--- src/rtl/threshold_stream.sv ---
// threshold_stream
//   Framed RGB pixel datapath. It accepts PIX_PER_CLK pixels per beat and applies a
//   per-frame mode: pass, binary threshold, inverse threshold or saturating brightness.
//   It tracks the column and row of each beat and tags each output beat with
//   start-of-frame and end-of-line. It pulses frame_done after the last beat of a
//   frame and frame_err when a frame is aborted by a new in_vsync.
//   The pipeline has a fixed latency of 2 cycles and no backpressure.
//
// Optional feature macro: THRESH_STATS_EN
//   When defined, white_count holds the number of pixels with R+G+B > 3*thr in the
//   last completed frame. When undefined, white_count is tied to 0.
//
// Ports
//   clk, reset       rising-edge clock, synchronous active-high reset
//   in_vsync         frame-start strobe (abort if already in a frame)
//   in_hsync         input beat valid
//   in_data          PIX_PER_CLK pixels, pixel k at [k*3*DATA_W +: 3*DATA_W], {R,G,B}
//   mode, threshold  latched at frame start (in IDLE only)
//   out_valid/out_data/out_sof/out_eol   output beat and its markers
//   frame_done       pulse one cycle after the final output beat of a completed frame
//   frame_err        pulse when a frame is aborted
//   busy             frame in progress or beats still in flight
//   white_count      per-frame above-threshold pixel count (THRESH_STATS_EN)

// Per-pixel two-stage datapath. Stage 1 registers the channel sum and the
// channel+threshold adds. Stage 2 selects the result for the frame mode.
module threshold_lane #(
  parameter int DATA_W = 8
) (
  input  logic                clk,
  input  logic                reset,
  input  logic                i_en1,
  input  logic                i_en2,
  input  logic [3*DATA_W-1:0] i_pix,
  input  logic [DATA_W-1:0]   i_thr,
  input  logic [DATA_W+1:0]   i_thr3,
  input  logic [1:0]          i_mode,
  output logic [3*DATA_W-1:0] o_pix,
  output logic                o_above
);
  localparam logic [DATA_W-1:0] MAXV = '1;

  logic [2:0][DATA_W-1:0] w_ch;
  logic [2:0][DATA_W-1:0] w_sat;
  logic [3*DATA_W-1:0]    w_res;
  logic [DATA_W+1:0]      r_sum;
  logic [2:0][DATA_W:0]   r_add;
  logic [3*DATA_W-1:0]    r_pix1;
  logic [3*DATA_W-1:0]    r_pix2;

  assign w_ch = i_pix;

  always_ff @(posedge clk) begin
    if (reset) begin
      r_sum  <= '0;
      r_add  <= '0;
      r_pix1 <= '0;
    end else if (i_en1) begin
      r_sum  <= (DATA_W+2)'(w_ch[0]) + (DATA_W+2)'(w_ch[1]) + (DATA_W+2)'(w_ch[2]);
      for (int c = 0; c < 3; c++)
        r_add[c] <= {1'b0, w_ch[c]} + {1'b0, i_thr};
      r_pix1 <= i_pix;
    end
  end

  // Strictly greater: equality with 3*thr counts as dark.
  assign o_above = r_sum > i_thr3;

  always_comb begin
    w_sat = '0;
    for (int c = 0; c < 3; c++)
      w_sat[c] = r_add[c][DATA_W] ? MAXV : r_add[c][DATA_W-1:0];
    w_res = r_pix1;
    case (i_mode)
      2'b01:   w_res = o_above ? '1 : '0;
      2'b10:   w_res = o_above ? '0 : '1;
      2'b11:   w_res = w_sat;
      default: w_res = r_pix1;
    endcase
  end

  always_ff @(posedge clk) begin
    if (reset)      r_pix2 <= '0;
    else if (i_en2) r_pix2 <= w_res;
  end

  assign o_pix = r_pix2;
endmodule

module threshold_stream #(
  parameter int PIX_PER_CLK = 2,
  parameter int DATA_W      = 8,
  parameter int IMG_WIDTH   = 768,
  parameter int IMG_HEIGHT  = 512
) (
  input  logic                            clk,
  input  logic                            reset,
  input  logic                            in_vsync,
  input  logic                            in_hsync,
  input  logic [PIX_PER_CLK*3*DATA_W-1:0] in_data,
  input  logic [1:0]                      mode,
  input  logic [DATA_W-1:0]               threshold,
  output logic                            out_valid,
  output logic [PIX_PER_CLK*3*DATA_W-1:0] out_data,
  output logic                            out_sof,
  output logic                            out_eol,
  output logic                            frame_done,
  output logic                            frame_err,
  output logic                            busy,
  output logic [31:0]                     white_count
);
  localparam int STAGES = 2;
  localparam int BEATS  = IMG_WIDTH / PIX_PER_CLK;
  localparam int CW     = (BEATS > 1) ? $clog2(BEATS) : 1;
  localparam int RW     = (IMG_HEIGHT > 1) ? $clog2(IMG_HEIGHT) : 1;
  localparam logic [CW-1:0] COL_LAST = CW'(BEATS - 1);
  localparam logic [RW-1:0] ROW_LAST = RW'(IMG_HEIGHT - 1);

  typedef enum logic {S_IDLE, S_ACTIVE} state_t;

  // Per-beat markers that travel alongside the data.
  typedef struct packed {
    logic sof;
    logic eol;
    logic last;
  } tag_t;

  state_t              r_state, w_state_nxt;
  logic                w_start, w_abort, w_acc;
  logic                w_eol_pos, w_last_pos;
  logic [CW-1:0]       r_col;
  logic [RW-1:0]       r_row;
  logic [1:0]          r_mode;
  logic [DATA_W-1:0]   r_thr;
  logic [DATA_W+1:0]   r_thr3;
  logic [STAGES:1]     r_vld_pipe;
  tag_t                r_tag1, r_tag2;
  logic                r_frame_done, r_frame_err;
  logic [PIX_PER_CLK-1:0]                   w_above;
  logic [PIX_PER_CLK-1:0][3*DATA_W-1:0]     w_lane_out;

  assign w_eol_pos  = (r_col == COL_LAST);
  assign w_last_pos = w_eol_pos && (r_row == ROW_LAST);

  // A beat coinciding with in_vsync is dropped; in IDLE beats are ignored.
  always_comb begin
    w_state_nxt = r_state;
    w_start     = 1'b0;
    w_abort     = 1'b0;
    w_acc       = 1'b0;
    case (r_state)
      S_IDLE: begin
        if (in_vsync) begin
          w_start     = 1'b1;
          w_state_nxt = S_ACTIVE;
        end
      end
      S_ACTIVE: begin
        if (in_vsync) begin
          w_abort = 1'b1;
        end else if (in_hsync) begin
          w_acc = 1'b1;
          if (w_last_pos) w_state_nxt = S_IDLE;
        end
      end
      default: w_state_nxt = S_IDLE;
    endcase
  end

  always_ff @(posedge clk) begin
    if (reset) r_state <= S_IDLE;
    else       r_state <= w_state_nxt;
  end

  // Frame configuration is captured only at frame start; an abort keeps it.
  always_ff @(posedge clk) begin
    if (reset) begin
      r_mode <= '0;
      r_thr  <= '0;
      r_thr3 <= '0;
    end else if (w_start) begin
      r_mode <= mode;
      r_thr  <= threshold;
      r_thr3 <= ({2'b00, threshold} << 1) + {2'b00, threshold};
    end
  end

  always_ff @(posedge clk) begin
    if (reset || w_start || w_abort) begin
      r_col <= '0;
      r_row <= '0;
    end else if (w_acc) begin
      if (w_eol_pos) begin
        r_col <= '0;
        r_row <= r_row + 1'b1;
      end else begin
        r_col <= r_col + 1'b1;
      end
    end
  end

  always_ff @(posedge clk) begin
    if (reset) begin
      r_vld_pipe   <= '0;
      r_tag1       <= '0;
      r_tag2       <= '0;
      r_frame_done <= 1'b0;
      r_frame_err  <= 1'b0;
    end else begin
      r_vld_pipe   <= {r_vld_pipe[STAGES-1:1], w_acc};
      if (w_acc) begin
        r_tag1.sof  <= (r_col == '0) && (r_row == '0);
        r_tag1.eol  <= w_eol_pos;
        r_tag1.last <= w_last_pos;
      end
      // Markers are zero on non-valid output cycles.
      r_tag2       <= r_vld_pipe[1] ? r_tag1 : '0;
      r_frame_done <= r_vld_pipe[STAGES] && r_tag2.last;
      r_frame_err  <= w_abort;
    end
  end

  for (genvar k = 0; k < PIX_PER_CLK; k++) begin : g_lane
    threshold_lane #(.DATA_W(DATA_W)) u_lane (
      .clk    (clk),
      .reset  (reset),
      .i_en1  (w_acc),
      .i_en2  (r_vld_pipe[1]),
      .i_pix  (in_data[k*3*DATA_W +: 3*DATA_W]),
      .i_thr  (r_thr),
      .i_thr3 (r_thr3),
      .i_mode (r_mode),
      .o_pix  (w_lane_out[k]),
      .o_above(w_above[k])
    );
  end

  assign out_valid  = r_vld_pipe[STAGES];
  assign out_data   = w_lane_out;
  assign out_sof    = r_tag2.sof;
  assign out_eol    = r_tag2.eol;
  assign frame_done = r_frame_done;
  assign frame_err  = r_frame_err;
  assign busy       = (r_state == S_ACTIVE) || (|r_vld_pipe);

`ifdef THRESH_STATS_EN
  logic [31:0] w_nabove;
  logic [31:0] r_white_acc;
  logic [31:0] r_white_q;

  always_comb begin
    w_nabove = '0;
    for (int k = 0; k < PIX_PER_CLK; k++)
      w_nabove = w_nabove + 32'(w_above[k]);
  end

  // Pixels are counted as they enter stage 2. A frame start clears the
  // running count, and that clear takes priority over a same-cycle add.
  always_ff @(posedge clk) begin
    if (reset) begin
      r_white_acc <= '0;
      r_white_q   <= '0;
    end else begin
      if (w_start || w_abort)  r_white_acc <= '0;
      else if (r_vld_pipe[1])  r_white_acc <= r_white_acc + w_nabove;
      if (r_vld_pipe[STAGES] && r_tag2.last) r_white_q <= r_white_acc;
    end
  end

  assign white_count = r_white_q;
`else
  logic w_unused_above;
  assign w_unused_above = ^w_above;
  assign white_count    = '0;
`endif
endmodule

--- config.mk ---
export PLATFORM = sky130hd
export DESIGN_NAME = threshold_stream
export DESIGN_NICKNAME = d
export VERILOG_FILES = /design/src/rtl/threshold_stream.sv
export SDC_FILE = /design/constraint.sdc
export NUM_CORES = 1
export LEC_CHECK = 0
export CORE_MARGIN = 3
export CORE_UTILIZATION = 60
export CTS_BUF_LIST = sky130_fd_sc_hd__clkbuf_2 sky130_fd_sc_hd__clkbuf_4 sky130_fd_sc_hd__clkbuf_8
export DETAILED_ROUTE_END_ITERATION = 16
export DONT_BUFFER_PORTS = 1
export PLACE_DENSITY = 0.77
export SYNTH_ARGS = -nofsm -noshare
export SYNTH_HDL_FRONTEND = slang
export SYNTH_SLANG_ARGS = --single-unit
--- constraint.sdc ---
create_clock -name clk -period 2.65 [get_ports clk]
set_input_delay 0.3975 -clock clk [delete_from_list [all_inputs] [get_ports clk]]
set_output_delay 0.3975 -clock clk [all_outputs]
set_load 0.02 [all_outputs]
==> summary.txt <==
Setup path
  • Required time of the critical path: 3.13 ns
  • Reg2Reg Depth: 8
  • Kind of critical path: flip-flop to flip-flop
  • Worst Setup End Kind: flip-flop
  • Largest fanout on the critical path: 6
  • Type of element launching the critical path: flip-flop
  • Arr. time, crit path: 2.89 ns
  • Worst reg2reg startpoint: r_thr[1]$_SDFFE_PP0P_
  • Register-to-Register Setup Slack: 0.24 ns
  • Worst flop-to-flop path endpoint: g_lane[0].u_lane.r_add[15]$_SDFFE_PP0P_

Route
  • Post-route antenna net violation count: 0
  • Residual DRC count: 0
  • DRT Pass-1 Iters: 6
  • Metal-1 WL: 15.1 mm
  • Vias after detailed routing: 11300
  • Total length of routed met2 wires: 15.6 mm
  • Starting DRT DRC Count: 891
  • Routed wl met3: 2.58 mm
  • Detailed-route wire length per cell: 18.6 um
  • Mean number of vias per cell: 6.03
  • Highest signal layer in the routed design: met4
  • Total length of routed wires: 34.8 mm

Synth
  • Number of library cell types mapped by synthesis: 62
  • Fraction of the yosys area taken by sequential cells: 0.344
  • EDFF count, synth: 0
  • Total of flip-flops plus latches after synthesis: 218
  • Async set-reset flop share out of synthesis: 0
  • Average cell area after synthesis: 8.27 um2
  • Area of the mapped netlist: 12700 um2
  • Synth Instances: 1535
  • Post-synth top flop: sky130_fd_sc_hd__dfxtp_1
  • Yosys warning count: 0

Clocking
  • Clock latency on the worst-skew pair: 0.54 ns
  • Buffer depth of the longest clock path: 3
  • Deepest level of the CTS H-tree: 2
  • Number of sinks handled by clock tree synthesis: 218
  • Number of clock buffers inserted by TritonCTS: 39
  • Number of resized instances in the post-cts repair step: 0
  • Library cell used as clock root buffer: sky130_fd_sc_hd__clkbuf_8
  • TritonCTS clock tree: done
  • Clock slew at reported path FFs: 0.06 ns

Layout
  • Fraction of layout instances using a drive strength above 1: 0.105
  • Net total in the final layout: 1761
  • Syn-to-layout area delta: 12.9%

STA
  • Achievable Freq: 415 MHz
  • Worst hold slack: 0.0152 ns
  • Slew margin rel.: 0.411
  • Final hold violation count: 0
  • Max Transition Viols Final: 0
  • Post-layout worst setup margin: 0.238 ns
  • Shortest period the worst path allows: 2.41 ns
  • Slew at the pin closest to its max-slew limit: 0.883 ns
  • Unrepaired setup endpoints after global routing: no
  • Count of endpoints failing setup in the final report: 0
  • Final worst clock skew: 0.0139 ns
  • Share of the clock period used by the worst path after layout: 0.910

Global route
  • Aggregate global-route resource usage: 0.302
  • Largest net degree at the start of global routing: 129
  • Number of antenna violations at the first check in global routing: 1
  • Global-route congestion overflow total: 0
  • Via count of the first global-routing pass: 10900
  • First-pass GRT wire length: 55.9 mm

Floorplan
  • Ports placed on the boundary: 148
  • Number of standard-cell rows in the floorplan: 52
  • Std-Cell Core Area: 20500 um2
  • Horizontal die dimension: 151 um
  • Starting utilization of the core area: 0.619
  • Total Die Area: 22900 um2
  • Die outline height: 151 um

Outcome
  • Run status: finished clean

Placement
  • Post-Place Setup Slack: -0.173 ns
  • Final HPWL DP: 23.0 mm
  • Buffers added on ports: 0
  • Final weighted congestion in routability-driven placement: 0.896

Hold path
  • Hold Path Depth: 2
  • Kind of path behind the tightest hold check: input port to flip-flop
  • Min-Delay Endpoint: g_lane[1].u_lane.r_pix1[2]$_SDFFE_PP0P_
  • Critical hold path startpoint: in_data[26]

Power
  • Largest vdd supply drop: 0.000487 V
  • Power per standard cell area: 606 nW/um2
  • Static power due to leakage: 5.65 nW
  • Total power draw: 8.68 mW

Job
  • Maximum Capacitance Violations: 0
## power by group
group / internal (mW) / switching, mW
logic: 0.686 / 0.931
registers: 3.38 / 0.101
clock network: 2.19 / 1.39
total: 6.25 / 2.43
## how the worst max path moves through the flow
stage                           from                                      end
3_5_place_dp             in_data[24]   g_lane[1].u_lane.r_sum[7]$_SDFFE_PP0P_
4_1_cts        r_thr[1]$_SDFFE_PP0P_  g_lane[1].u_lane.r_add[24]$_SDFFE_PP0P_
3_3_place_gp              in_data[0]   g_lane[0].u_lane.r_sum[7]$_SDFFE_PP0P_
2_1_floorplan            in_data[24]   g_lane[1].u_lane.r_sum[7]$_SDFFE_PP0P_
6_report       r_thr[1]$_SDFFE_PP0P_  g_lane[0].u_lane.r_add[15]$_SDFFE_PP0P_
5_1_grt        r_thr[1]$_SDFFE_PP0P_  g_lane[0].u_lane.r_add[15]$_SDFFE_PP0P_
## through the flow
stage          utilization  area (um2)  instances  TNS [ns]
5_1_grt              0.699       14300       1871         0
3_3_place_gp         0.629       12900       1750    -0.459
4_1_cts              0.698       14300       1869         0
2_1_floorplan            -       12800       1566         0
3_5_place_dp         0.629       12900       1750    -0.916
6_report             0.699       14300       1872         0
## cells by family (layout without fill, tap and decap cells)
group | after synthesis | in the layout | share of synthesized area
adder cells (fa/ha/maj) | 127 | 127 | 0.132
multiplexers | 6 | 6 | 0.00562
other | 1 | 33 | 0.000296
buffers and inverters | 190 | 225 | 0.0713
XOR/XNOR | 48 | 48 | 0.0331
flip-flops | 218 | 218 | 0.344
AO/OA/AOI/OAI | 422 | 422 | 0.223
AND/OR/NAND/NOR | 523 | 523 | 0.191
## state kept, by name (all words and copies together), names as in the netlist
name                  count
frame_done                1
frame_err                 1
g_lane.u_lane.o_pix      48
g_lane.u_lane.r_add      54
g_lane.u_lane.r_pix1     48
g_lane.u_lane.r_sum      20
out_eol                   1
out_sof                   1
r_col                     9
r_mode                    2
r_row                     9
r_state                   1
r_tag1                    3
r_tag2                    1
r_thr                     8
r_thr3                    9
r_vld_pipe                2
## cells in the mapped netlist, types with 8 or more instances
master | n | share of area
sky130_fd_sc_hd__a211oi_1 | 14 | 0.0083
sky130_fd_sc_hd__a21boi_0 | 8 | 0.0047
sky130_fd_sc_hd__a21o_1 | 9 | 0.0053
sky130_fd_sc_hd__a21oi_1 | 148 | 0.058
sky130_fd_sc_hd__buf_1 | 15 | 0.0044
sky130_fd_sc_hd__buf_2 | 19 | 0.0075
sky130_fd_sc_hd__buf_4 | 32 | 0.019
sky130_fd_sc_hd__clkbuf_1 | 61 | 0.018
sky130_fd_sc_hd__dfxtp_1 | 218 | 0.34
sky130_fd_sc_hd__fa_1 | 11 | 0.017
sky130_fd_sc_hd__ha_1 | 116 | 0.11
sky130_fd_sc_hd__inv_1 | 59 | 0.017
sky130_fd_sc_hd__nand2_1 | 280 | 0.083
sky130_fd_sc_hd__nand2b_1 | 13 | 0.0064
sky130_fd_sc_hd__nand3_1 | 32 | 0.013
sky130_fd_sc_hd__nand3b_1 | 9 | 0.0053
sky130_fd_sc_hd__nand4_1 | 9 | 0.0044
sky130_fd_sc_hd__nor2_1 | 77 | 0.023
sky130_fd_sc_hd__nor3_1 | 35 | 0.014
sky130_fd_sc_hd__nor3b_1 | 8 | 0.0047
sky130_fd_sc_hd__o2111ai_1 | 49 | 0.034
sky130_fd_sc_hd__o211ai_1 | 31 | 0.018
sky130_fd_sc_hd__o211ai_2 | 21 | 0.021
sky130_fd_sc_hd__o21a_1 | 9 | 0.0053
sky130_fd_sc_hd__o21ai_0 | 85 | 0.034
sky130_fd_sc_hd__o21ai_1 | 9 | 0.0035
sky130_fd_sc_hd__or3_1 | 9 | 0.0044
sky130_fd_sc_hd__xnor2_1 | 29 | 0.020
sky130_fd_sc_hd__xor2_1 | 19 | 0.013
## worst max-delay path, cell delays in order (launching register included)
cell and delay (ns):
sky130_fd_sc_hd__dfxtp_1 0.33, sky130_fd_sc_hd__inv_1 0.30, sky130_fd_sc_hd__fa_1 0.52, sky130_fd_sc_hd__nand2b_1 0.17, sky130_fd_sc_hd__a21boi_0 0.24, sky130_fd_sc_hd__o21ai_1 0.13
sky130_fd_sc_hd__o2bb2ai_1 0.15, sky130_fd_sc_hd__or4_1 0.42, sky130_fd_sc_hd__nand3_1 0.08
## area by class of cell
cell class / instances / area (um2)
diodes: 1 / 2.50
clock buffers: 63 / 792
clock inverters: 7 / 119
fillers: 1648 / 6170
inverters: 59 / 221
multi-input cells: 1158 / 7560
flip-flops and latches: 218 / 4370
well taps: 270 / 338
repair buffers: 96 / 928
## layout by cell type (no fill, tap or decap), types with 8 or more instances in the layout
cell	count
sky130_fd_sc_hd__clkbuf_4	12
sky130_fd_sc_hd__o21ai_0	85
sky130_fd_sc_hd__a211oi_1	14
sky130_fd_sc_hd__o211ai_2	21
sky130_fd_sc_hd__nor3_1	35
sky130_fd_sc_hd__a21o_1	9
sky130_fd_sc_hd__a21boi_0	8
sky130_fd_sc_hd__nor2_1	76
sky130_fd_sc_hd__nand3b_1	9
sky130_fd_sc_hd__o2111ai_1	49
sky130_fd_sc_hd__ha_1	116
sky130_fd_sc_hd__a21oi_1	148
sky130_fd_sc_hd__clkbuf_8	51
sky130_fd_sc_hd__o21a_1	9
sky130_fd_sc_hd__buf_4	40
sky130_fd_sc_hd__nand3_1	32
sky130_fd_sc_hd__dlygate4sd3_1	50
sky130_fd_sc_hd__dfxtp_1	217
sky130_fd_sc_hd__nand2_1	280
sky130_fd_sc_hd__conb_1	32
sky130_fd_sc_hd__xor2_1	19
sky130_fd_sc_hd__nand4_1	9
sky130_fd_sc_hd__xnor2_1	29
sky130_fd_sc_hd__o211ai_1	31
sky130_fd_sc_hd__nand2b_1	13
sky130_fd_sc_hd__o21ai_1	9
sky130_fd_sc_hd__fa_1	10
sky130_fd_sc_hd__or3_1	9
sky130_fd_sc_hd__nor3b_1	8
sky130_fd_sc_hd__inv_1	59
## per-layer routing
layer	global-route usage	vias up
li1	-	5467
met1	0.401	5270
met2	0.478	448
met3	0.0613	102
met4	0.131	0
met5	0	-
## repair_timing
item,in CTS,in global routing
endpoints found under the hold margin,132,2
hold buffers,49,2
buffers inserted,0,0
(Power assumes the default switching activity.)
